<file path="src/rtl/pulse_gen_pkg.sv">
// Shared types and default sizes for the pulse-train stimulus generator.
package pulse_gen_pkg;
  localparam int DEF_WIDTH = 64;
  localparam int DEF_GAP_W = 16;

  typedef enum logic [1:0] {
    IDLE  = 2'd0,
    PULSE = 2'd1,
    GAP   = 2'd2,
    TRIG  = 2'd3
  } state_t;
endpackage

</file>
<file path="src/rtl/pulse_train_gen.sv">
// Emits N increment pulses spaced G+1 cycles apart, then one trigger pulse,
// to drive the increment/trigger interface of the event counter.
module pulse_train_gen
  import pulse_gen_pkg::*;
#(
  parameter int WIDTH = DEF_WIDTH,
  parameter int GAP_W = DEF_GAP_W
) (
  input  logic             clk,
  input  logic             rst,
  input  logic             start,
  input  logic [WIDTH-1:0] count,
  input  logic [GAP_W-1:0] gap,
  input  logic             abort,
  output logic             ready,
  output logic             increment,
  output logic             trigger,
  output logic             busy
);

  state_t             state, state_nx;
  logic [WIDTH-1:0]   remaining, remaining_nx;
  logic [GAP_W-1:0]   gap_reg, gap_reg_nx;
  logic [GAP_W-1:0]   gap_cnt, gap_cnt_nx;

  always_ff @(posedge clk) begin
    if (rst) begin
      state     <= IDLE;
      remaining <= '0;
      gap_reg   <= '0;
      gap_cnt   <= '0;
    end else begin
      state     <= state_nx;
      remaining <= remaining_nx;
      gap_reg   <= gap_reg_nx;
      gap_cnt   <= gap_cnt_nx;
    end
  end

  // PULSE is only ever entered with remaining >= 1, so the decrement cannot wrap.
  always_comb begin
    state_nx     = state;
    remaining_nx = remaining;
    gap_reg_nx   = gap_reg;
    gap_cnt_nx   = gap_cnt;
    unique case (state)
      IDLE: begin
        if (start) begin
          remaining_nx = count;
          gap_reg_nx   = gap;
          state_nx     = (count == '0) ? TRIG : PULSE;
        end
      end
      PULSE: begin
        remaining_nx = remaining - 1'b1;
        if (abort)                 state_nx = IDLE;
        else if (gap_reg != '0) begin
          state_nx   = GAP;
          gap_cnt_nx = gap_reg;
        end
        else if (remaining == WIDTH'(1)) state_nx = TRIG;
        else                       state_nx = PULSE;
      end
      GAP: begin
        gap_cnt_nx = gap_cnt - 1'b1;
        if (abort)                         state_nx = IDLE;
        else if (gap_cnt <= GAP_W'(1))     state_nx = (remaining == '0) ? TRIG : PULSE;
      end
      TRIG: state_nx = IDLE;
      default: state_nx = IDLE;
    endcase
  end

  // Pulses decode straight from the state register, so they are glitch-free and exclusive.
  assign increment = (state == PULSE);
  assign trigger   = (state == TRIG);
  assign busy      = (state != IDLE);
  assign ready     = (state == IDLE) && !rst;

endmodule

</file>
<file path="config.mk">
export PLATFORM = sky130hd
export DESIGN_NAME = pulse_train_gen
export DESIGN_NICKNAME = d
export VERILOG_FILES = /design/src/rtl/pulse_gen_pkg.sv /design/src/rtl/pulse_train_gen.sv
export SDC_FILE = /design/constraint.sdc
export NUM_CORES = 1
export LEC_CHECK = 0
export CORE_ASPECT_RATIO = 1.25
export CORE_MARGIN = 1
export CORE_UTILIZATION = 35
export DETAILED_ROUTE_END_ITERATION = 8
export DONT_BUFFER_PORTS = 1
export REMOVE_ABC_BUFFERS = 1
export SYNTH_ARGS = -nofsm -noshare
export SYNTH_HDL_FRONTEND = slang
export SYNTH_SLANG_ARGS = --single-unit
</file>
<file path="constraint.sdc">
create_clock -name clk -period 5.25 [get_ports clk]
set_input_delay 1.05 -clock clk [delete_from_list [all_inputs] [get_ports clk]]
set_output_delay 1.05 -clock clk [all_outputs]
set_load 0.1 [all_outputs]
</file>
==> results.json, run 1 <==
{
  "netlist_instances": 728,
  "final_nets": 797,
  "status": "finished, final reports clean",
  "max_freq_mhz": 294,
  "skew_ns": 0.0131,
  "grt_max_degree": 101,
  "final_cell_mix": "dfxtp_1, a21oi_1, nand2_1, nor2_1, nand3_1",
  "cap_viol_max_count": 0,
  "vias": 5769,
  "coreArea_um2": 15100,
  "port_buffers": 0,
  "place_hpwl_mm": 13.2,
  "track_usage_pct": 22.5,
  "path_buf_inv": 0,
  "synth_seq_cells": 98,
  "grt-ovfl-total": 0,
  "ios": 88,
  "regToRegEndpoint": "remaining[31]",
  "synth_edf_count": 0,
  "netlist_area_um2": 5480,
  "postRouteAntennaNets": 0,
  "drt_pass1_iterations": 8,
  "setup_ws_ns": 1.85,
  "syn_avg_cell_area_um2": 7.53,
  "hold_depth": 2,
  "synthFlopType": "dfxtp_1",
  "finalCriticalPeriod_ns": 3.40,
  "drc": 0,
  "hp-class": "reg -> reg",
  "num_rows": 50,
  "start_kind": "register",
  "setup_viol": 0,
  "diodes": 0,
  "rrSetupSlack_ns": 2.18,
  "drv_slew": 0,
  "avgRoutedWirePerCell_um": 19.6,
  "largest_register_ffs": 64,
  "critPathMaxFanout": 18,
  "crit_path_top_delay_cell": "nor2_2",
  "grt_pass1_vias": 5456,
  "first_iter_violations": 631,
  "p_per_area_nw_per_um2": 432,
  "timing.critical_path.required_ns": 4.20,
  "min_from": "gap_reg[13]",
  "area_delta_synth_final_pct": 9.34,
  "htreeDepth": 3,
  "post_cts_buffers": 0,
  "clkTransAtPathRegs_ns": 0.07,
  "ir_drop_v": 0.000156,
  "synth_area_leaders": "dfxtp_1, a21oi_1, nand2_1",
  "slowest_delay_ns": 0.89,
  "holdPathEnd": "gap_reg[13]",
  "synth_cell_types": 59,
  "synth_sequential_area_ratio_pct": 35.8,
  "place_ws_ns": 2.24,
  "layout.area.seq_um2": 1960,
  "dieArea_um2": 16200,
  "final_hold_viol_count": 0,
  "critPathArrivalTime_ns": 2.35,
  "crit_chain": "or2_2 -> nor2_2",
  "crit_type": "reg -> out",
  "wl_mm": 18.1,
  "antenna_found_initial": 0,
  "cts_resized": 0,
  "slew_headroom_pct": 24.4,
  "synth_top_area_share_pct": 35.8,
  "crit_family": "simple AND/OR/NAND/NOR gates",
  "mostFrequentLayoutCell": "dfxtp_1",
  "cts_buffers": 9,
  "p_leak_nw": 1.96,
  "crit_path_end_kind": "output pin",
  "finalSetupTns_ns": 0,
  "cts.sinks": 98,
  "die_w_um": 114,
  "insertion_delay_ns": 0.36,
  "routabilityCongestion": 0.877,
  "yosys_warnings": 0,
  "synthArstFlopShare_pct": 0,
  "rr_worst_depth": 8,
  "timing.final.crit_share_pct": 64.7,
  "tightest_slew_ns": 1.12,
  "cts_tree": "yes",
  "fillCellCount": 1602,
  "grt_pass1_wl_mm": 28.5,
  "multi_input_comb_area_um2": 3360,
  "die_h_um": 142,
  "vias_per_cell": 6.26,
  "rsz0062_at_grt": "false",
  "clk_path_buf_depth": 2,
  "cts-root-buf": "clkbuf_16",
  "start_util_pct": 36.2,
  "postCtsHoldBufs": 0,
  "timing.rr.start": "state[0]",
  "drive_gt1_share_pct": 7.70,
  "yosysTopAreaCell": "dfxtp_1"
}
stage by stage:
| step | total power [mW] | area [um2] | std cells | hold WS, ns | utilization, % |
|---|---|---|---|---|---|
| after floorplan | 1.64 | 5330 | 688 | 0.438 | - |
| after global placement | 1.88 | 5690 | 906 | 0.457 | 37.6 |
| after detailed placement | 1.90 | 5690 | 906 | 0.464 | 37.6 |
| after CTS | 2.59 | 5990 | 922 | 0.478 | 39.6 |
| after global routing | 2.74 | 5990 | 922 | 0.498 | 39.6 |
| final | 2.59 | 5990 | 922 | 0.481 | 39.6 |
worst max-delay path by stage:
stage	startpoint	end	depth (start not counted)
finish	state[0]	ready	2
global route	state[0]	ready	2
CTS	state[0]	ready	2
detailed placement	state[0]	ready	2
global placement	state[0]	ready	2
floorplan	state[1]	remaining[34]	6
tightest hold or removal path: stages (launching register included):
cell     delay, ns
dfxtp_1       0.32
nand2_1       0.06
a21oi_1       0.06
per-layer routing:
layer | vias up | track usage [%] | share of wire (%)
met1 | 2763 | 27.8 | 42
met4 | 0 | 10.0 | 3.3
li1 | 2735 | - | -
met5 | - | 0 | 0
met2 | 225 | 37.0 | 47
met3 | 46 | 5.17 | 7.3
cell usage after synthesis (all sizes together) (2+ instances only):
library cell   n
and3           2
a2bb2oi        8
ha             4
nand4         16
mux2i          3
nor3b          3
a31oi         24
nor2          59
buf            9
dfxtp         98
nand2         94
nand4b         3
inv            6
a221oi         3
o22ai          4
and2           5
or2           10
o21ai         12
nor3          31
clkbuf        31
o21bai         2
o311ai        14
nand3         41
o211ai        14
a21oi         94
or4           17
xor2           8
nor4          42
a32oi          2
nand2b         5
a31o           6
a211oi         3
or3           28
a22oi          8
cell type report:
| type | count | area share, % |
|---|---|---|
| Clock inverter | 6 | 1.06 |
| Clock buffer | 10 | 3.99 |
| Sequential cell | 98 | 32.7 |
| Multi-Input combinational cell | 584 | 56.0 |
| Timing Repair Buffer | 10 | 1.46 |
| Tap cell | 208 | 4.34 |
| Inverter | 6 | 0.376 |
report_power, final:
part | total (mW) | switching [mW] | leakage (nW) | internal, mW
clock | 0.689 | 0.306 | 0.145 | 0.383
sequential | 1.00 | 0.140 | 0.806 | 0.865
combinational | 0.898 | 0.587 | 1.01 | 0.311
total | 2.59 | 1.03 | 1.96 | 1.56
kinds of logic (layout without fill, tap and decap cells):
logic type / count (synthesis) / count (layout) / synth area share [%]
muxes: 3 / 3 / 0.548
DFF: 98 / 98 / 35.8
xor gates and xnor gates: 9 / 9 / 1.44
adders and majority gates: 4 / 4 / 0.913
and+or+nand+nor: 361 / 361 / 34.2
AOI/OAI and AO/OA: 207 / 207 / 23.9
buffers and inverters: 46 / 32 / 3.17
No activity file was read; power rests on OpenSTA's default activity.
==> run 2: changes to the inputs <==
clock period = 2.8 ns   (was 5.25 ns; I/O delays follow)
==> run 2 against run 1 <==
  * Combinational power increased by 100%
  * Hold slack got worse by 0.20 ns
  * Critical path type is now reg -> reg
  * Design area grew 2.3%
  * Worst setup slack got worse by 1.6 ns
  * Die area is the same
  * Clock skew is 0.0058 ns lower
  * Wire length grew 2.8%
  * Sequential share of layout area shrank 0.75 points
  * Non-clock buffer count grew 21
  * Highest routed layer unchanged
  * First-iteration DRC count down 41%
==> results.json, run 2 (synthesis results as in run 1) <==
{
  "crit_path_end_kind": "register",
  "final_cell_mix": "dfxtp_1, a21oi_1, nand2_1, nor2_1, nand3_1",
  "rrSetupSlack_ns": 0.21,
  "track_usage_pct": 22.9,
  "ios": 88,
  "status": "finished, final reports clean",
  "vias_per_cell": 6.20,
  "cts-root-buf": "clkbuf_16",
  "routabilityCongestion": 0.904,
  "rsz0062_at_grt": "false",
  "hold_depth": 1,
  "avgRoutedWirePerCell_um": 19.7,
  "postRouteAntennaNets": 0,
  "cts_tree": "yes",
  "cts_resized": 0,
  "drive_gt1_share_pct": 9.95,
  "timing.rr.start": "remaining[0]",
  "first_iter_violations": 375,
  "crit_type": "reg -> reg",
  "dieArea_um2": 16200,
  "die_w_um": 114,
  "regToRegEndpoint": "remaining[46]",
  "rr_worst_depth": 8,
  "vias": 5842,
  "timing.critical_path.required_ns": 3.08,
  "cap_viol_max_count": 0,
  "num_rows": 50,
  "min_from": "rst",
  "tightest_slew_ns": 0.610,
  "p_per_area_nw_per_um2": 791,
  "max_freq_mhz": 386,
  "crit_path_top_delay_cell": "or3b_2",
  "start_util_pct": 36.2,
  "postCtsHoldBufs": 0,
  "timing.final.crit_share_pct": 92.5,
  "port_buffers": 0,
  "diodes": 0,
  "grt-ovfl-total": 0,
  "place_hpwl_mm": 13.3,
  "p_leak_nw": 2.06,
  "finalCriticalPeriod_ns": 2.59,
  "grt_pass1_vias": 5644,
  "htreeDepth": 3,
  "final_nets": 818,
  "critPathMaxFanout": 6,
  "start_kind": "register",
  "skew_ns": 0.00738,
  "grt_pass1_wl_mm": 28.8,
  "grt_max_degree": 101,
  "clkTransAtPathRegs_ns": 0.07,
  "fillCellCount": 1618,
  "setup_viol": 0,
  "insertion_delay_ns": 0.35,
  "drv_slew": 0,
  "area_delta_synth_final_pct": 11.9,
  "largest_register_ffs": 64,
  "drc": 0,
  "wl_mm": 18.6,
  "final_hold_viol_count": 0,
  "slowest_delay_ns": 0.53,
  "hp-class": "in -> reg",
  "post_cts_buffers": 0,
  "drt_pass1_iterations": 6,
  "antenna_found_initial": 0,
  "hold_ws_ns": 0.279,
  "crit_family": "simple AND/OR/NAND/NOR gates",
  "cts_buffers": 9,
  "crit_chain": "inv_1 -> ha_1 -> or3b_2 -> nor2_1 -> nand4b_1 -> or3_1 -> or2_2 -> a31oi_1",
  "die_h_um": 142,
  "clk_path_buf_depth": 2,
  "slew_headroom_pct": 59.0,
  "cts.sinks": 98,
  "holdPathEnd": "remaining[21]",
  "critPathArrivalTime_ns": 2.87,
  "mostFrequentLayoutCell": "dfxtp_1",
  "ir_drop_v": 0.000349,
  "coreArea_um2": 15100,
  "utilization_pct": 40.5,
  "path_buf_inv": 1
}
-- run 2: cell types whose count changed in the layout (fill, tap and decap cells not counted), sizes merged --
cell / previous run / this run
clkbuf: 10 / 13
buf: 10 / 31
clkinv: 3 / 2
bufinv: 1 / 0
clkinvlp: 2 / 1
inv: 6 / 5
-- run 2: how the worst max path moves through the flow --
stage,start,to,slack (ns),cells after the start
finish,remaining[0],remaining[46],0.21,8
global placement,remaining[17],remaining[40],0.33,6
floorplan,state[1],remaining[34],-1.93,6
detailed placement,remaining[0],remaining[46],0.27,8
CTS,remaining[0],remaining[46],0.25,8
global route,remaining[17],remaining[40],0.07,6
-- run 2: per-stage QoR --
stage                     instances  instance area, um2  power [mW]  setup WS (ns)  TNS (ns)
after floorplan                 688                5330        3.07          -1.93   -128.44
after global routing            942                6130        5.13         0.0667         0
after detailed placement        927                5860        3.67          0.271         0
after CTS                       942                6130        4.87          0.254         0
after global placement          927                5860        3.62          0.329         0
final                           942                6130        4.85          0.210         0
-- run 2: cell type report --
type                       instances  area, um2  area share, %
multi-input combinational        584       3360           54.8
inverter                           6       22.5          0.367
tap                              208        260           4.24
clock buffer                      13        260           4.24
sequential                        98       1960           32.0
timing repair buffer              31        258           4.20
clock inverter                     2       12.5          0.204
-- run 2: metal layers --
metal  vias to the layer above  GRT usage [%]  share of wire (%)
met4                         0           11.1                3.8
met3                        46           6.62                7.5
met1                      2795           26.3                 40
met2                       229           38.8                 48
met5                         -              0                  0
li1                       2772              -                  -
-- run 2: power by group --
| part | total [mW] | internal [mW] | switching (mW) |
|---|---|---|---|
| Sequential | 1.86 | 1.62 | 0.243 |
| Clock | 1.19 | 0.646 | 0.542 |
| Combinational | 1.80 | 0.653 | 1.15 |
| Total | 4.85 | 2.92 | 1.93 |
